`config.mk`:
```
export PLATFORM = sky130hd
export DESIGN_NAME = axi4l_lsu_master_flat
export DESIGN_NICKNAME = d
export VERILOG_FILES = /design/src/rtl/axi4l_pkg.sv /design/src/rtl/axi4l_if.sv /design/src/rtl/axi4l_lsu_master.sv /design/src/flat_wrapper.sv
export SDC_FILE = /design/constraint.sdc
export NUM_CORES = 1
export LEC_CHECK = 0
export ABC_CLOCK_PERIOD_IN_PS = 1900
export CORE_ASPECT_RATIO = 0.75
export CORE_MARGIN = 3
export CORE_UTILIZATION = 39
export CTS_BUF_LIST = sky130_fd_sc_hd__clkbuf_2
export CTS_CLUSTER_DIAMETER = 60
export DETAILED_ROUTE_END_ITERATION = 8
export PLACE_DENSITY_LB_ADDON = 0.15
export SYNTH_ARGS = -nofsm -noshare
export SYNTH_HDL_FRONTEND = slang
export SYNTH_SLANG_ARGS = --single-unit
```
`constraint.sdc`:
```
create_clock -name clk -period 1.9 [get_ports clk]
set_clock_uncertainty 0.1 [all_clocks]
set_input_delay 0.38 -clock clk [delete_from_list [all_inputs] [get_ports clk]]
set_output_delay 0.38 -clock clk [all_outputs]
set_load 0.02 [all_outputs]
```
`src/rtl/axi4l_pkg.sv`:
```
// Shared AXI4-Lite widths, payload types and response encodings.
package axi4l_pkg;

  localparam int ADDR_W = 32;
  localparam int DATA_W = 32;
  localparam int STRB_W = DATA_W / 8;

  typedef logic [ADDR_W-1:0] addr_t;
  typedef logic [DATA_W-1:0] data_t;
  typedef logic [STRB_W-1:0] strb_t;
  typedef logic [1:0]        resp_t;

  localparam resp_t OKAY   = 2'b00;
  localparam resp_t SLVERR = 2'b10;

  // Clears the byte offset so every bus access is word aligned.
  localparam addr_t ADDR_ALIGN_MASK = {{(ADDR_W-2){1'b1}}, 2'b00};

endpackage

```
`src/rtl/axi4l_if.sv`:
```
// AXI4-Lite bundle shared by the LSU bridge and the slaves on the interconnect.
interface axi4l_if (
  input logic aclk,
  input logic aresetn
);

  axi4l_pkg::addr_t awaddr;
  logic             awvalid;
  logic             awready;
  axi4l_pkg::data_t wdata;
  axi4l_pkg::strb_t wstrb;
  logic             wvalid;
  logic             wready;
  axi4l_pkg::resp_t bresp;
  logic             bvalid;
  logic             bready;
  axi4l_pkg::addr_t araddr;
  logic             arvalid;
  logic             arready;
  axi4l_pkg::data_t rdata;
  axi4l_pkg::resp_t rresp;
  logic             rvalid;
  logic             rready;

  modport master (
    input  aclk, aresetn,
    output awaddr, awvalid, wdata, wstrb, wvalid, bready, araddr, arvalid, rready,
    input  awready, wready, bresp, bvalid, arready, rdata, rresp, rvalid
  );

  modport slave (
    input  aclk, aresetn,
    input  awaddr, awvalid, wdata, wstrb, wvalid, bready, araddr, arvalid, rready,
    output awready, wready, bresp, bvalid, arready, rdata, rresp, rvalid
  );

endinterface

```
`src/rtl/axi4l_lsu_master.sv`:
```
// Ibex-style req/gnt/rvalid data port to AXI4-Lite master bridge.
// One transaction in flight; bus errors come back on err_o with rvalid_o.
module axi4l_lsu_master
  import axi4l_pkg::*;
(
  input  logic              clk,
  input  logic              rst_n,
  input  logic              req_i,
  output logic              gnt_o,
  input  logic              we_i,
  input  logic [STRB_W-1:0] be_i,
  input  logic [ADDR_W-1:0] addr_i,
  input  logic [DATA_W-1:0] wdata_i,
  output logic              rvalid_o,
  output logic [DATA_W-1:0] rdata_o,
  output logic              err_o,
  axi4l_if.master           axi
);

  typedef enum logic [2:0] {IDLE, WR_REQ, WR_RESP, RD_REQ, RD_RESP} state_t;

  state_t state_q, state_d;
  addr_t  addr_q;
  data_t  wdata_q;
  strb_t  be_q;
  logic   awvalid_q, wvalid_q, arvalid_q;
  logic   rvalid_q, err_q;
  data_t  rdata_q;
  logic   aw_hs, w_hs, ar_hs, b_hs, r_hs;

  assign gnt_o = req_i && (state_q == IDLE);

  assign aw_hs = awvalid_q && axi.awready;
  assign w_hs  = wvalid_q && axi.wready;
  assign ar_hs = arvalid_q && axi.arready;
  // Responses outside their RESP state are protocol violations and are dropped.
  assign b_hs  = (state_q == WR_RESP) && axi.bvalid;
  assign r_hs  = (state_q == RD_RESP) && axi.rvalid;

  // NOTE: assign every always_comb output a default first so no path infers a latch.
  always_comb begin
    state_d = state_q;
    unique case (state_q)
      IDLE:    if (gnt_o) state_d = we_i ? WR_REQ : RD_REQ;
      WR_REQ:  if ((!awvalid_q || aw_hs) && (!wvalid_q || w_hs)) state_d = WR_RESP;
      WR_RESP: if (b_hs) state_d = IDLE;
      RD_REQ:  if (ar_hs) state_d = RD_RESP;
      RD_RESP: if (r_hs) state_d = IDLE;
      default: state_d = IDLE;
    endcase
  end

  // NOTE: sequential state uses non-blocking assignments so every flop samples pre-edge values.
  always_ff @(posedge clk or negedge rst_n) begin
    if (!rst_n) state_q <= IDLE;
    else        state_q <= state_d;
  end

  always_ff @(posedge clk or negedge rst_n) begin
    if (!rst_n) begin
      addr_q    <= '0;
      wdata_q   <= '0;
      be_q      <= '0;
      awvalid_q <= 1'b0;
      wvalid_q  <= 1'b0;
      arvalid_q <= 1'b0;
      rvalid_q  <= 1'b0;
      rdata_q   <= '0;
      err_q     <= 1'b0;
    end else begin
      rvalid_q <= 1'b0;
      if (gnt_o) begin
        addr_q    <= addr_i & ADDR_ALIGN_MASK;
        wdata_q   <= wdata_i;
        be_q      <= be_i;
        awvalid_q <= we_i;
        wvalid_q  <= we_i;
        arvalid_q <= !we_i;
      end
      // AW and W retire independently; the FSM waits for both.
      if (aw_hs) awvalid_q <= 1'b0;
      if (w_hs)  wvalid_q  <= 1'b0;
      if (ar_hs) arvalid_q <= 1'b0;
      if (b_hs) begin
        rvalid_q <= 1'b1;
        rdata_q  <= '0;
        err_q    <= (axi.bresp != OKAY);
      end
      if (r_hs) begin
        rvalid_q <= 1'b1;
        rdata_q  <= axi.rdata;
        err_q    <= (axi.rresp != OKAY);
      end
    end
  end

  assign rvalid_o = rvalid_q;
  assign rdata_o  = rdata_q;
  assign err_o    = err_q;

  assign axi.awaddr  = addr_q;
  assign axi.awvalid = awvalid_q;
  assign axi.wdata   = wdata_q;
  assign axi.wstrb   = be_q;
  assign axi.wvalid  = wvalid_q;
  assign axi.bready  = (state_q == WR_RESP);
  assign axi.araddr  = addr_q;
  assign axi.arvalid = arvalid_q;
  assign axi.rready  = (state_q == RD_RESP);

`ifdef FORMAL
  a_aw_hold: assert property (@(posedge clk) disable iff (!rst_n)
    axi.awvalid && !axi.awready |=> axi.awvalid && $stable(axi.awaddr));
  a_w_hold: assert property (@(posedge clk) disable iff (!rst_n)
    axi.wvalid && !axi.wready |=> axi.wvalid && $stable(axi.wdata) && $stable(axi.wstrb));
  a_ar_hold: assert property (@(posedge clk) disable iff (!rst_n)
    axi.arvalid && !axi.arready |=> axi.arvalid && $stable(axi.araddr));
  a_one_outstanding: assert property (@(posedge clk) disable iff (!rst_n)
    $onehot0({axi.awvalid || axi.wvalid, axi.arvalid, axi.bready, axi.rready}));
  a_no_stray_b: assert property (@(posedge clk) disable iff (!rst_n)
    axi.bvalid |-> axi.bready);
  a_no_stray_r: assert property (@(posedge clk) disable iff (!rst_n)
    axi.rvalid |-> axi.rready);
`endif

endmodule

```
`src/flat_wrapper.sv`:
```
// flat-port wrapper written by rule: the top's interface ports become plain ports
module axi4l_lsu_master_flat import axi4l_pkg::*;
  (clk, rst_n, req_i, gnt_o, we_i, be_i, addr_i, wdata_i, rvalid_o, rdata_o, err_o, aclk, aresetn, axi_awaddr, axi_awvalid, axi_wdata, axi_wstrb, axi_wvalid, axi_bready, axi_araddr, axi_arvalid, axi_rready, axi_awready, axi_wready, axi_bresp, axi_bvalid, axi_arready, axi_rdata, axi_rresp, axi_rvalid);
  axi4l_if axi_i (.aclk(aclk), .aresetn(aresetn));
  input  logic clk;
  input  logic rst_n;
  input  logic req_i;
  output logic gnt_o;
  input  logic we_i;
  input  logic [STRB_W-1:0] be_i;
  input  logic [ADDR_W-1:0] addr_i;
  input  logic [DATA_W-1:0] wdata_i;
  output logic rvalid_o;
  output logic [DATA_W-1:0] rdata_o;
  output logic err_o;
  input wire logic aclk;
  input wire logic aresetn;
  output wire logic [$bits(axi_i.awaddr)-1:0] axi_awaddr;
  output wire logic [$bits(axi_i.awvalid)-1:0] axi_awvalid;
  output wire logic [$bits(axi_i.wdata)-1:0] axi_wdata;
  output wire logic [$bits(axi_i.wstrb)-1:0] axi_wstrb;
  output wire logic [$bits(axi_i.wvalid)-1:0] axi_wvalid;
  output wire logic [$bits(axi_i.bready)-1:0] axi_bready;
  output wire logic [$bits(axi_i.araddr)-1:0] axi_araddr;
  output wire logic [$bits(axi_i.arvalid)-1:0] axi_arvalid;
  output wire logic [$bits(axi_i.rready)-1:0] axi_rready;
  input wire logic [$bits(axi_i.awready)-1:0] axi_awready;
  input wire logic [$bits(axi_i.wready)-1:0] axi_wready;
  input wire logic [$bits(axi_i.bresp)-1:0] axi_bresp;
  input wire logic [$bits(axi_i.bvalid)-1:0] axi_bvalid;
  input wire logic [$bits(axi_i.arready)-1:0] axi_arready;
  input wire logic [$bits(axi_i.rdata)-1:0] axi_rdata;
  input wire logic [$bits(axi_i.rresp)-1:0] axi_rresp;
  input wire logic [$bits(axi_i.rvalid)-1:0] axi_rvalid;
  assign axi_awaddr = axi_i.awaddr;
  assign axi_awvalid = axi_i.awvalid;
  assign axi_wdata = axi_i.wdata;
  assign axi_wstrb = axi_i.wstrb;
  assign axi_wvalid = axi_i.wvalid;
  assign axi_bready = axi_i.bready;
  assign axi_araddr = axi_i.araddr;
  assign axi_arvalid = axi_i.arvalid;
  assign axi_rready = axi_i.rready;
  assign axi_i.awready = axi_awready;
  assign axi_i.wready = axi_wready;
  assign axi_i.bresp = axi_bresp;
  assign axi_i.bvalid = axi_bvalid;
  assign axi_i.arready = axi_arready;
  assign axi_i.rdata = axi_rdata;
  assign axi_i.rresp = axi_rresp;
  assign axi_i.rvalid = axi_rvalid;
  axi4l_lsu_master u_core (.clk(clk), .rst_n(rst_n), .req_i(req_i), .gnt_o(gnt_o), .we_i(we_i), .be_i(be_i), .addr_i(addr_i), .wdata_i(wdata_i), .rvalid_o(rvalid_o), .rdata_o(rdata_o), .err_o(err_o), .axi(axi_i));
endmodule
```
==> impl_summary.md, run 1 <==
Status
The run finished, with violations left. The checks that failed: negative setup slack.

Global route
The total congestion overflow after global routing is 0. For this run, global-route usage on met2 was measured as 0.3363. The initial antenna violation count came to 0. Entering global routing, the biggest net connects 107 pins. The number of global-route vias before repair is 3,496. In the global route stage, met1 resource usage came out at 0.2165.

In the global route stage, met3 resource usage came out at 0.08297. The layer flagged by global routing as most heavily used is met2. For this run, the total global-route usage over all layers was measured as 0.1924. The wire length of the first global-routing pass is 18,730 µm.

Synth
The fraction of registers with async set/reset is 1.000. Of the synthesized area, sequential elements account for 0.6081. The largest total area in the synthesized netlist belongs to dfrtp_1. The total of warnings raised by yosys is 0. Sorting the synthesized cells by area gives the leading types as dfrtp_1 (61%), mux2_2 (17%), a22o_1 (6.4%). In this run, synthesis inferred 0 flip-flops with an integrated enable. The number of instances in the synthesized netlist is 291. The number of distinct library cell variants in the gate-level netlist after synthesis is 28. In this run the cell area of the synthesized design comes to 4362 µm². The post-synthesis average cell area is 14.99 µm². The most used flip-flop cell after synthesis is dfrtp_1. The share of synthesized area in the top cell type comes to 0.6081. The total of flip-flops plus latches after synthesis is 106.

Floorplanning
The die covers 12,500 µm². The number of placed I/O pins is 255. The effective utilization at floorplan is 0.4126. The die is 97.59 µm tall. After floorplanning, the core was divided into 32 placement rows.

The floorplan step defined a core boundary enclosing 10,570 µm². From left edge to right edge, the die measures 128.1 µm.

CTS
The maximum clock insertion buffer count is 2. The TritonCTS clock tree is built. In this run the clock root is driven by a clkbuf_2.

After clock tree synthesis, the clock-pin slew on the worst setup and hold paths is 0.26 ns. The total CTS buffers is 9. The number of H-tree branching levels is 3. The clock reaches the later pin of the worst-skew pair after 0.54 ns. The number of sinks handled by clock tree synthesis is 106.

Final layout
The layout-stage area growth over the synthesis result is 57.75%. The number of diodes added for antenna fixing is 0. In the final layout, flip-flops and latches occupy 2656 µm². After filler insertion, the fill cell instance count of the layout stands at 835.

Of the cells placed in the final design, the portion with a size suffix greater than 1 is 0.3204. In the final layout, the multi-input gates occupy 1324 µm². The final net count is 653.

After routing the design area is 6880 µm².

Power
Of the total power, the share spent switching nets is 0.4174. Total power for the finished layout comes to 11.88 mW. The share of total power dissipated in sequential elements is 0.342. The largest vdd supply drop is 1.020 mV. The combinational fraction of design power is 0.573.

The leakage power summed over all cells is 3.213 nW. The share of total power dissipated in the clock network is 0.086. Power spread over the standard cell area amounts to 1727 nW/µm².

The power dissipated by switching net loads is 4.961 mW. Cell internal power was estimated by the tool at 6.924 mW.

Timing
Headroom to the max-slew limit came out at 0.6184. The final setup violation count is 3. The portion of the clock cycle consumed by the worst path in the final layout is 1.067. The hold violation total from the final report came to 0. Setup repair after global routing could not meet its margin everywhere. The actual slew at the worst max-slew pin is 0.5724 ns. The number of max-slew violations in the final report is 0. The worst hold slack is 0.2593 ns.

The maximum clock frequency is 493.1 MHz. The minimum clock period is 2.028 ns. After layout, the worst setup slack is -0.1281 ns.

Placement
The congestion estimate from routability-driven global placement came to 0.7925. Port buffering added 246 buffers. The placed wire-length estimate after detailed placement is 8895 µm. The area of placed instances is 6731 µm².

Setup path
Data on the critical path arrives at its endpoint at 1.55 ns. Along the worst path, the maximum fanout reaches 4. Data on the critical path is required at its endpoint by 1.42 ns. STA classifies the critical path startpoint as a register.

The critical path is of the reg2out type. The type of element capturing the critical path is an output port.

Routing
The overall routed net length is 12,320 µm. The average routed wire per standard cell is 18.14 µm. The iteration count of the initial detailed-routing pass is 4. The total number of vias is 3,269. The number of remaining DRC errors is 0. The per-cell via count in the routed design is 4.814. The post-route antenna net violation count is 0. The first routing iteration left 117 violations.

Run
The count of maximum capacitance violations is 0.

Min path
The worst min-delay path class is in2async.
-- state kept, by name (all words and copies together), names as in the netlist --
name	flops
u_core.axi.wvalid	1
u_core.rdata_o	32
u_core.rvalid_o	1
u_core.axi.awvalid	1
u_core.axi.arvalid	1
u_core.state_q	3
u_core.axi.araddr	30
u_core.axi.wstrb	4
u_core.err_o	1
u_core.axi.wdata	32
-- cell usage after synthesis, types with 2 or more instances --
| cell | n |
|---|---|
| nor2_1 | 4 |
| a211oi_2 | 2 |
| nand2_1 | 5 |
| nand2b_1 | 2 |
| dfrtp_1 | 106 |
| buf_2 | 4 |
| buf_4 | 35 |
| buf_6 | 12 |
| nor2b_1 | 3 |
| mux2_2 | 66 |
| o31ai_1 | 2 |
| a22o_1 | 32 |
| inv_1 | 3 |
-- placed cells by master, fill, tap and decap left out, types with 2 or more instances in the layout --
| master | count |
|---|---|
| dlygate4sd2_1 | 40 |
| a22o_1 | 32 |
| conb_1 | 4 |
| a21oi_4 | 2 |
| clkinvlp_4 | 2 |
| buf_6 | 7 |
| mux2_2 | 66 |
| nor2_1 | 4 |
| buf_4 | 27 |
| inv_1 | 3 |
| o31ai_1 | 2 |
| dfrtp_1 | 103 |
| dfrtp_2 | 3 |
| nor2b_1 | 2 |
| clkdlybuf4s15_1 | 53 |
| buf_2 | 2 |
| clkbuf_2 | 47 |
| clkinv_2 | 2 |
| nand2_1 | 5 |
| clkdlybuf4s50_1 | 109 |
| nand2b_1 | 2 |
| a211oi_2 | 2 |
| buf_12 | 4 |
| clkdlybuf4s15_2 | 2 |
-- worst max-delay path, cell delays in order (launching register included) --
cell     delay (ns)
dfrtp_2        0.51
nor4b_4        0.31
buf_4          0.19
-- power by group through the flow --
stage	combinational, mW	sequential [mW]	clock [mW]
5_1_grt	7.22	4.23	1.17
3_3_place_gp	7.30	4.09	0
6_report	6.81	4.06	1.02
3_5_place_dp	7.38	4.17	0
2_1_floorplan	2.85	5.43	0
4_1_cts	6.55	4.06	1.08
-- cell families (layout without fill, tap and decap cells) --
logic type / Yosys count / in the layout / share of synthesized area
other cells: 1 / 4 / 0.0008598
flops: 106 / 106 / 0.6081
compound gates: 44 / 45 / 0.08864
mux: 67 / 67 / 0.1727
buf+inv: 54 / 302 / 0.09839
simple gates: 19 / 19 / 0.03127
-- through the flow --
step / cells / worst slack, ns / util / TNS, ns
2_1_floorplan: 294 / 0.1088 / - / 0
3_3_place_gp: 640 / -0.3298 / 0.6368 / -23.24
3_5_place_dp: 640 / -0.3730 / 0.6368 / -28.70
4_1_cts: 664 / -0.2424 / 0.6411 / -0.6494
5_1_grt: 679 / -0.2884 / 0.6509 / -0.9541
6_report: 679 / -0.1281 / 0.6509 / -0.3696
-- final timing paths --
path / from / to / slack (ns) / depth (start not counted)
worst min register to register: u_core.rdata_o[14] / u_core.rdata_o[14] / 0.43 / 1
worst max register to register: u_core.state_q[0] / u_core.rdata_o[30] / 0.05 / 7
worst max-delay path: u_core.state_q[0] / gnt_o / -0.13 / 2
max in group asynchronous: rst_n / u_core.axi.wdata[18] / 0.97 / 3
min in group clk: axi_awready / u_core.axi.awvalid / 0.31 / 2
worst min-delay path: rst_n / u_core.axi.wdata[6] / 0.26 / 3
-- layout make-up --
type / instances / share of cell area
Inverter: 3 / 0.001637
Clock buffer: 11 / 0.008001
Clock inverter: 5 / 0.008001
Timing Repair Buffer: 283 / 0.3792
Sequential cell: 106 / 0.3861
Multi-Input combinational cell: 135 / 0.1924
Tap cell: 136 / 0.02473
-- what timing repair did --
| action | in CTS | in global routing |
|---|---|---|
| endpoints found under the setup margin | 195 | 143 |
| buffers inserted | 6 | 14 |
| pin swaps | 5 | 2 |
| hold buffers | 1 | 0 |
| cloned | 1 | 1 |
| endpoints found under the hold margin | 106 | 0 |
| gates resized for setup | 175 | 126 |
-- layer usage --
| metal | vias up | wire length (µm) |
|---|---|---|
| met3 | 14 | 1347 |
| met5 | - | 0 |
| met4 | 0 | 153 |
| li1 | 1496 | - |
| met1 | 1600 | 4571 |
| met2 | 159 | 6243 |
(Power assumes the default switching activity.)
==> run 2: changes to the inputs <==
- CORE_MARGIN: 3 -> 1
==> impl_summary.md, run 2 (synthesized netlist as in run 1, its figures left out) <==
CTS
The total CTS buffers is 9. The clock tree synthesis step divided the H-tree into 3 levels. The register clock-pin slew on the reported worst setup and hold paths is 0.26 ns. The clock latency at the later pin of the worst-skew pair is 0.55 ns. The clock passes through at most 2 buffers. TritonCTS built the clock tree. The tree is rooted in a clkbuf_2. The number of sinks handled by clock tree synthesis is 106.

Setup path
Counting both buffers and inverters, the worst setup path holds a total of 1. In this run the critical register-to-register path is launched from u_core.state_q[1]. The worst stage delay on the critical path is 0.51 ns. The cell count along the critical path is 2.

The worst register-to-register path ends at u_core.axi.araddr[8]. In this run the worst path has a maximum fanout of 4. By startpoint and endpoint, the worst setup path is classified as reg2out.

The type of element capturing the critical path is an output port. Data on the critical path arrives at its endpoint at 1.56 ns. The origin of the worst setup path is u_core.state_q[1]. The required time reported for the critical path endpoint is 1.42 ns. The worst register-to-register path has a setup slack of 0.04 ns. The cell family contributing the most delay on the critical path is flip-flops. Walking the worst path, the cells encountered are nor4b_4, buf_4.

The type of element launching the critical path is a register. Among all stages on the critical path, the largest delay is contributed by dfrtp_2. The number of cell instances on the worst register-to-register path is 4. The end point of the critical path is gnt_o.

Run
The count of maximum capacitance violations is 0.

Power
Dividing total power by cell area gives a power density of 1755 nW/µm². Internal power comes to 7.048 mW. The largest vdd supply drop is 0.9301 mV. The combinational fraction of design power is 0.553. The overall power of the completed layout is 11.96 mW.

The net switching fraction of the power is 0.4106. The share of total power dissipated in sequential elements is 0.344. Summed over all nets, the switching power comes to 4.909 mW. The clock network fraction of design power is 0.103.

The leakage power summed over all cells is 3.190 nW.

Global route
The total congestion overflow after global routing is 0. The initial antenna violation count was 0. The number of global-route vias before repair was 3,365. The overall routing resource usage is 0.1960.

The maximum number of pins on one net before global-route repair is 41. The wire length of the first global-routing pass is 17,060 µm.

Final layout
The number of fill cells is 881. The final core area utilization is 0.6250. In the final layout, the share of cells above drive strength 1 is 0.3396. Leaving out fill and tap cells, the most frequent cell in the layout is clkdlybuf4s50_1. The repair_antennas step left the layout with diodes totalling 0. The total non-filler cell area in the finished layout is 6813 µm². Relative to the synthesized area, the layout overhead comes to 56.20%. The number of non-filler instances in the completed layout is 676. The area taken by flip-flops and latches is 2656 µm². Leaving out fill and tap cells, the most frequent cells in the layout are clkdlybuf4s50_1 (109), dfrtp_1 (103), mux2_2 (66).

In the final layout, the multi-input gates occupy 1313 µm². The final layout contains 649 nets.

Timing
The number of max-slew violations in the final report is 0. Setup violations remaining at the end of the flow were counted as 3. The hold violation total from the final report was 0. Setup repair after global routing could not meet its margin everywhere.

The maximum clock frequency is 489.7 MHz. The worst hold slack is 0.1505 ns. Dividing the final minimum period by the clock period gives 1.075.

The total negative slack is -0.2919 ns. Setup slack on the critical path of the routed design comes to -0.1422 ns. The minimum clock period is 2.042 ns.

Floorplanning
The effective utilization at floorplan is 0.4001. The overall die width is 124.1 µm. The chip height is 93.59 µm. In this run the core area contains 33 standard-cell rows.

The floorplan step defined a core boundary enclosing 10,900 µm². The floorplan step defined a die boundary enclosing 11,620 µm². The number of placed I/O pins is 255.

Placement
The area of placed instances is 6761 µm². The global placement routability congestion is 0.7257. Including well taps, the total number of placed cells is 644. OpenSTA, run right after detailed placement, puts the worst setup slack at -0.3063 ns.

The number of port buffers is 246. Detailed placement ended at an HPWL of 8212 µm.

Routing
The count of nets left with antenna violations once routing finished came out at 0. The overall routed net length is 11,540 µm. In this run, the number of DRC markers left after iteration 0 of detailed routing was 73. The iteration count of the initial detailed-routing pass is 4. The per-cell via count in the routed design is 4.800. The number of remaining DRC errors is 0.

The average routed wire per standard cell is 17.08 µm. The detailed router placed 3,245 vias in this run.

Status
The checks that failed: negative setup slack. The flow ran to the end, but the final reports show violations.

Min path
The worst min-delay path class is in2async.
[run 2: cell types whose count changed in the layout (fill, tap and decap cells not counted), sizes merged]
cell,change
clkinv,-1
buf,-3
clkinvlp,-2
a21oi,-1
dlygate4sd2,-8
clkdlybuf4s15,-9
clkbuf,+15
bufinv,+2
[run 2: layer usage]
| layer | share of wire | GRT usage | vias up |
|---|---|---|---|
| met4 | 0.015 | 0.06052 | 0 |
| met5 | 0 | 0 | - |
| met3 | 0.10 | 0.08354 | 14 |
| met1 | 0.38 | 0.2128 | 1616 |
| li1 | - | - | 1470 |
| met2 | 0.50 | 0.3430 | 145 |
[run 2: how the worst min path moves through the flow]
stage                            endpoint  cells past startpoint  startpoint
global placement       u_core.rdata_o[27]                      1       rst_n
detailed placement     u_core.rdata_o[27]                      1       rst_n
finish                 u_core.rdata_o[22]                      2       rst_n
floorplan           u_core.axi.araddr[10]                      0       rst_n
global route           u_core.rdata_o[27]                      2       rst_n
CTS                    u_core.axi.awvalid                      2       rst_n
[run 2: cell type report]
| cell class | instances | share of cell area |
|---|---|---|
| clock buffers | 9 | 0.006612 |
| clock inverters | 4 | 0.01377 |
| inverters | 3 | 0.001653 |
| multi-input cells | 134 | 0.1927 |
| flip-flops and latches | 106 | 0.3899 |
| well taps | 140 | 0.02571 |
| repair buffers | 280 | 0.3697 |
[run 2: power groups by stage]
stage               clock (mW)  sequential, mW  combinational (mW)
floorplan                    0            5.43                2.85
global placement             0            4.11                7.22
detailed placement           0            4.20                7.30
CTS                       1.29            4.10                6.46
global route              1.37            4.27                7.04
finish                    1.23            4.11                6.62
[run 2: what timing repair did]
item,in CTS,in global routing
hold buffers,1,0
buffers inserted,2,15
setup endpoints to repair,147,174
gates resized for setup,168,153
cloned,1,2
hold endpoints to repair,106,0
pin swaps,2,2
==> run 3: changes to the inputs <==
- ABC_AREA: not set -> 1
- CORE_UTILIZATION: 39 -> 40
==> impl_summary.md, run 3 <==
Synth
The largest area contributor in the synthesized netlist is dfrtp_1. The total of warnings raised by yosys is 0. The post-synthesis average cell area is 8.756 µm².

The total of flip-flops plus latches after synthesis is 106. After synthesis the cells add up to 4518 µm². The sequential element share of the synthesized area is 0.5871. The commonest cells after synthesis are nand2_1 (249), dfrtp_1 (106), nand3_1 (66). The commonest register cell after synthesis is dfrtp_1. The number of distinct library cell variants in the gate-level netlist after synthesis is 23. The library cell with the highest instance count after synthesis is nand2_1.

Synthesis handed over a netlist of 516 instances. For this run, asynchronously set or reset flops after synthesis account for 1.000. The synthesized design contains 0 enable-type register cells. Yosys attributes the largest share of cell area to dfrtp_1 (59%), nand2_1 (21%), nand3_1 (7.3%). The share of synthesized area in the top cell type comes to 0.5871.

Floorplanning
The chip height is 94.04 µm. The floorplan step defined a die boundary enclosing 11,730 µm². The initial utilization of the core area, before any placement, comes to 0.4129. The number of standard-cell rows in the floorplan is 33. During I/O placement, the number of pins put on the boundary was 255. The core box area is 10,940 µm². Measured along the x axis, the die boundary spans 124.7 µm.

Timing
The hold violation total from the final report is 0. In the finished design, the share of the clock period the worst path needs comes to 1.045. The tightest hold path in the finished design has a slack of 0.1436 ns.

Setup repair after global routing could not meet its margin everywhere. The final setup violation count is 3. In the post-route analysis, the smallest setup slack over all paths is -0.08534 ns. The minimum clock period is 1.985 ns.

Static timing analysis puts the maximum clock frequency at 503.7 MHz. The number of max-slew violations in the final report was 0.

CTS
No sink is reached through more buffers than the 2 on the longest clock path. The clock latency at the later pin of the worst-skew pair is 0.56 ns. The H-tree was split into 3 levels. The total CTS buffers is 9. The tree built by TritonCTS fans out to 106 sinks. Clock-pin slew was measured on the worst setup and hold paths at 0.24 ns. The clock root buffer is clkbuf_2.

TritonCTS built the clock tree.

Routing
The average routed wire per standard cell is 14.31 µm. The detailed router finished its first iteration with 131 violations. The total number of vias is 4,187. The iteration count of the initial detailed-routing pass is 4. The count of nets left with antenna violations once routing finished came out at 0. For this run, design rule violations remaining after detail routing come to 0. The per-cell via count in the routed design is 4.678. The overall routed net length is 12,800 µm.

Global route
The number of global-route vias before repair is 3,920. For this run, the total global-route usage over all layers was measured as 0.2112. The total congestion overflow after global routing is 0. The initial antenna violation count is 0. Entering global routing, the biggest net connects 60 pins. The first global-routing pass estimated 19,530 µm of wire.

Setup path
The slowest stage of the critical path is the dfrtp_2 cell. The required time reported for the critical path endpoint is 1.42 ns. The buffering stage count on the worst path with inverters included is 2. STA classifies the critical path endpoint as an output port. The reg-to-reg endpoint is u_core.rdata_o[14]. The number of cell instances on the worst register-to-register path is 7. The type of element launching the critical path is a register. The setup slack of the most critical reg-to-reg path is 0.02 ns. Walking the worst path, the cells encountered are buf_12, nor3_4, buf_6. The source of the worst register-to-register timing path is u_core.state_q[1]. The cell type group with the largest total delay on the critical path is flip-flops. The worst stage delay on the critical path is 0.52 ns. The critical path data arrival time is 1.51 ns. The critical path in this run is classified as reg2out. The top fanout value on the critical path is 4.

Final layout
The area growth from synthesis to layout is 57.05%. The number of fill cells is 942. The number of non-filler instances in the completed layout is 895. The number of diodes added for antenna fixing is 0. The final net count is 866. In the layout the commonest cells are nand2_1 (248), clkdlybuf4s50_1 (109), dfrtp_1 (103). The share of post-route cells with drive strength above 1 is 0.1113. The most frequent standard cell in the layout excluding fill and tap cells is nand2_1.

Run
The count of maximum capacitance violations is 0.

Power
For this design the ratio of total power to cell area is 1620 nW/µm². Across the VDD grid, the largest voltage drop is 0.7334 mV. The cell-internal power is 6.295 mW. The net switching fraction of the power is 0.4524. The power dissipated by switching net loads is 5.200 mW. In this run the static leakage power is 3.792 nW. Of the total power, combinational logic draws 0.565. Of the total power, registers draw 0.349. The clock network fraction of design power is 0.086.

Placement
The number of placed instances, taps included is 856. At the end of routability-driven placement, the weighted congestion stood at 0.7768. Buffers placed on the I/O ports in this run total 246. The placed wire-length estimate after detailed placement is 9134 µm.

Status
The run finished, with violations left. The checks that failed: negative setup slack.

Min path
The tightest min-delay check is of the in2async type.
## run 3: cell count changes after synthesis, moves of 3 or more
cell,change
a22o_1,-32
buf_2,+7
buf_4,+7
buf_6,-12
clkbuf_1,+9
mux2_2,-66
nand2_1,+244
nand3_1,+66
nor2b_1,-3
## run 3: worst max-delay path by stage
stage	slack (ns)	cells after the start	to	start
5_1_grt	-0.18	4	axi_bready	u_core.state_q[0]
3_5_place_dp	0.01	4	axi_bready	u_core.state_q[0]
4_1_cts	-0.18	3	axi_rready	u_core.state_q[1]
3_3_place_gp	0.02	4	axi_bready	u_core.state_q[0]
6_report	-0.09	3	axi_rready	u_core.state_q[1]
2_1_floorplan	0.28	7	u_core.rdata_o[10]	u_core.state_q[0]
## run 3: what timing repair did
item,in CTS,in global routing
buffers inserted,6,17
cloned,0,0
gates resized for setup,158,98
pin swaps,1,3
hold buffers,1,0
endpoints found under the hold margin,106,0
endpoints found under the setup margin,136,126
## run 3: final cells by class
| cell class | count | area, µm² | share of cell area |
|---|---|---|---|
| Sequential cell | 106 | 2656 | 0.3744 |
| Clock buffer | 9 | 45.04 | 0.006348 |
| Multi-Input combinational cell | 344 | 1456 | 0.2053 |
| Inverter | 7 | 28.78 | 0.004056 |
| Tap cell | 140 | 175.2 | 0.02469 |
| Timing Repair Buffer | 283 | 2675 | 0.3770 |
| Clock inverter | 6 | 58.81 | 0.008288 |
## run 3: power groups by stage
stage	registers (mW)	clock network, mW	logic, mW
2_1_floorplan	5.28	0	2.56
3_3_place_gp	4.03	0	6.86
3_5_place_dp	4.08	0	6.99
4_1_cts	3.98	1.04	6.21
5_1_grt	4.15	1.12	7.01
6_report	4.01	0.988	6.50
## run 3: cells by family after synthesis
group                  after synthesis  synth area share
AND/OR/NAND/NOR                    332            0.3066
flip-flops                         106            0.5871
buffers and inverters               69           0.09526
AO/OA/AOI/OAI                        8           0.01025
other                                1         0.0008300
## run 3: metrics by stage
stage | power, mW | worst slack (ns) | util | area [µm²] | setup TNS [ns]
finish | 11.50 | -0.08534 | 0.6485 | 7096 | -0.2361
global placement | 10.89 | 0.02395 | 0.6322 | 6918 | 0
detailed placement | 11.06 | 0.01335 | 0.6322 | 6918 | 0
global route | 12.28 | -0.1767 | 0.6485 | 7096 | -1.718
floorplan | 7.847 | 0.2792 | - | 4529 | 0
CTS | 11.24 | -0.1812 | 0.6346 | 6944 | -0.4219
## run 3: worst reg2reg max path, delay by kind of cell (launching register included)
family,cells,cell delay [ns]
AND/OR/NAND/NOR,4,0.43
flip-flops,1,0.52
buffers and inverters,3,0.75
## run 3: layer usage
metal / routed length, µm / up-vias / track usage
met3: 1044 / 17 / 0.07916
met5: 0 / - / 0
met1: 5363 / 1978 / 0.2628
met4: 212 / 0 / 0.07028
li1: - / 2035 / -
met2: 6183 / 157 / 0.3398
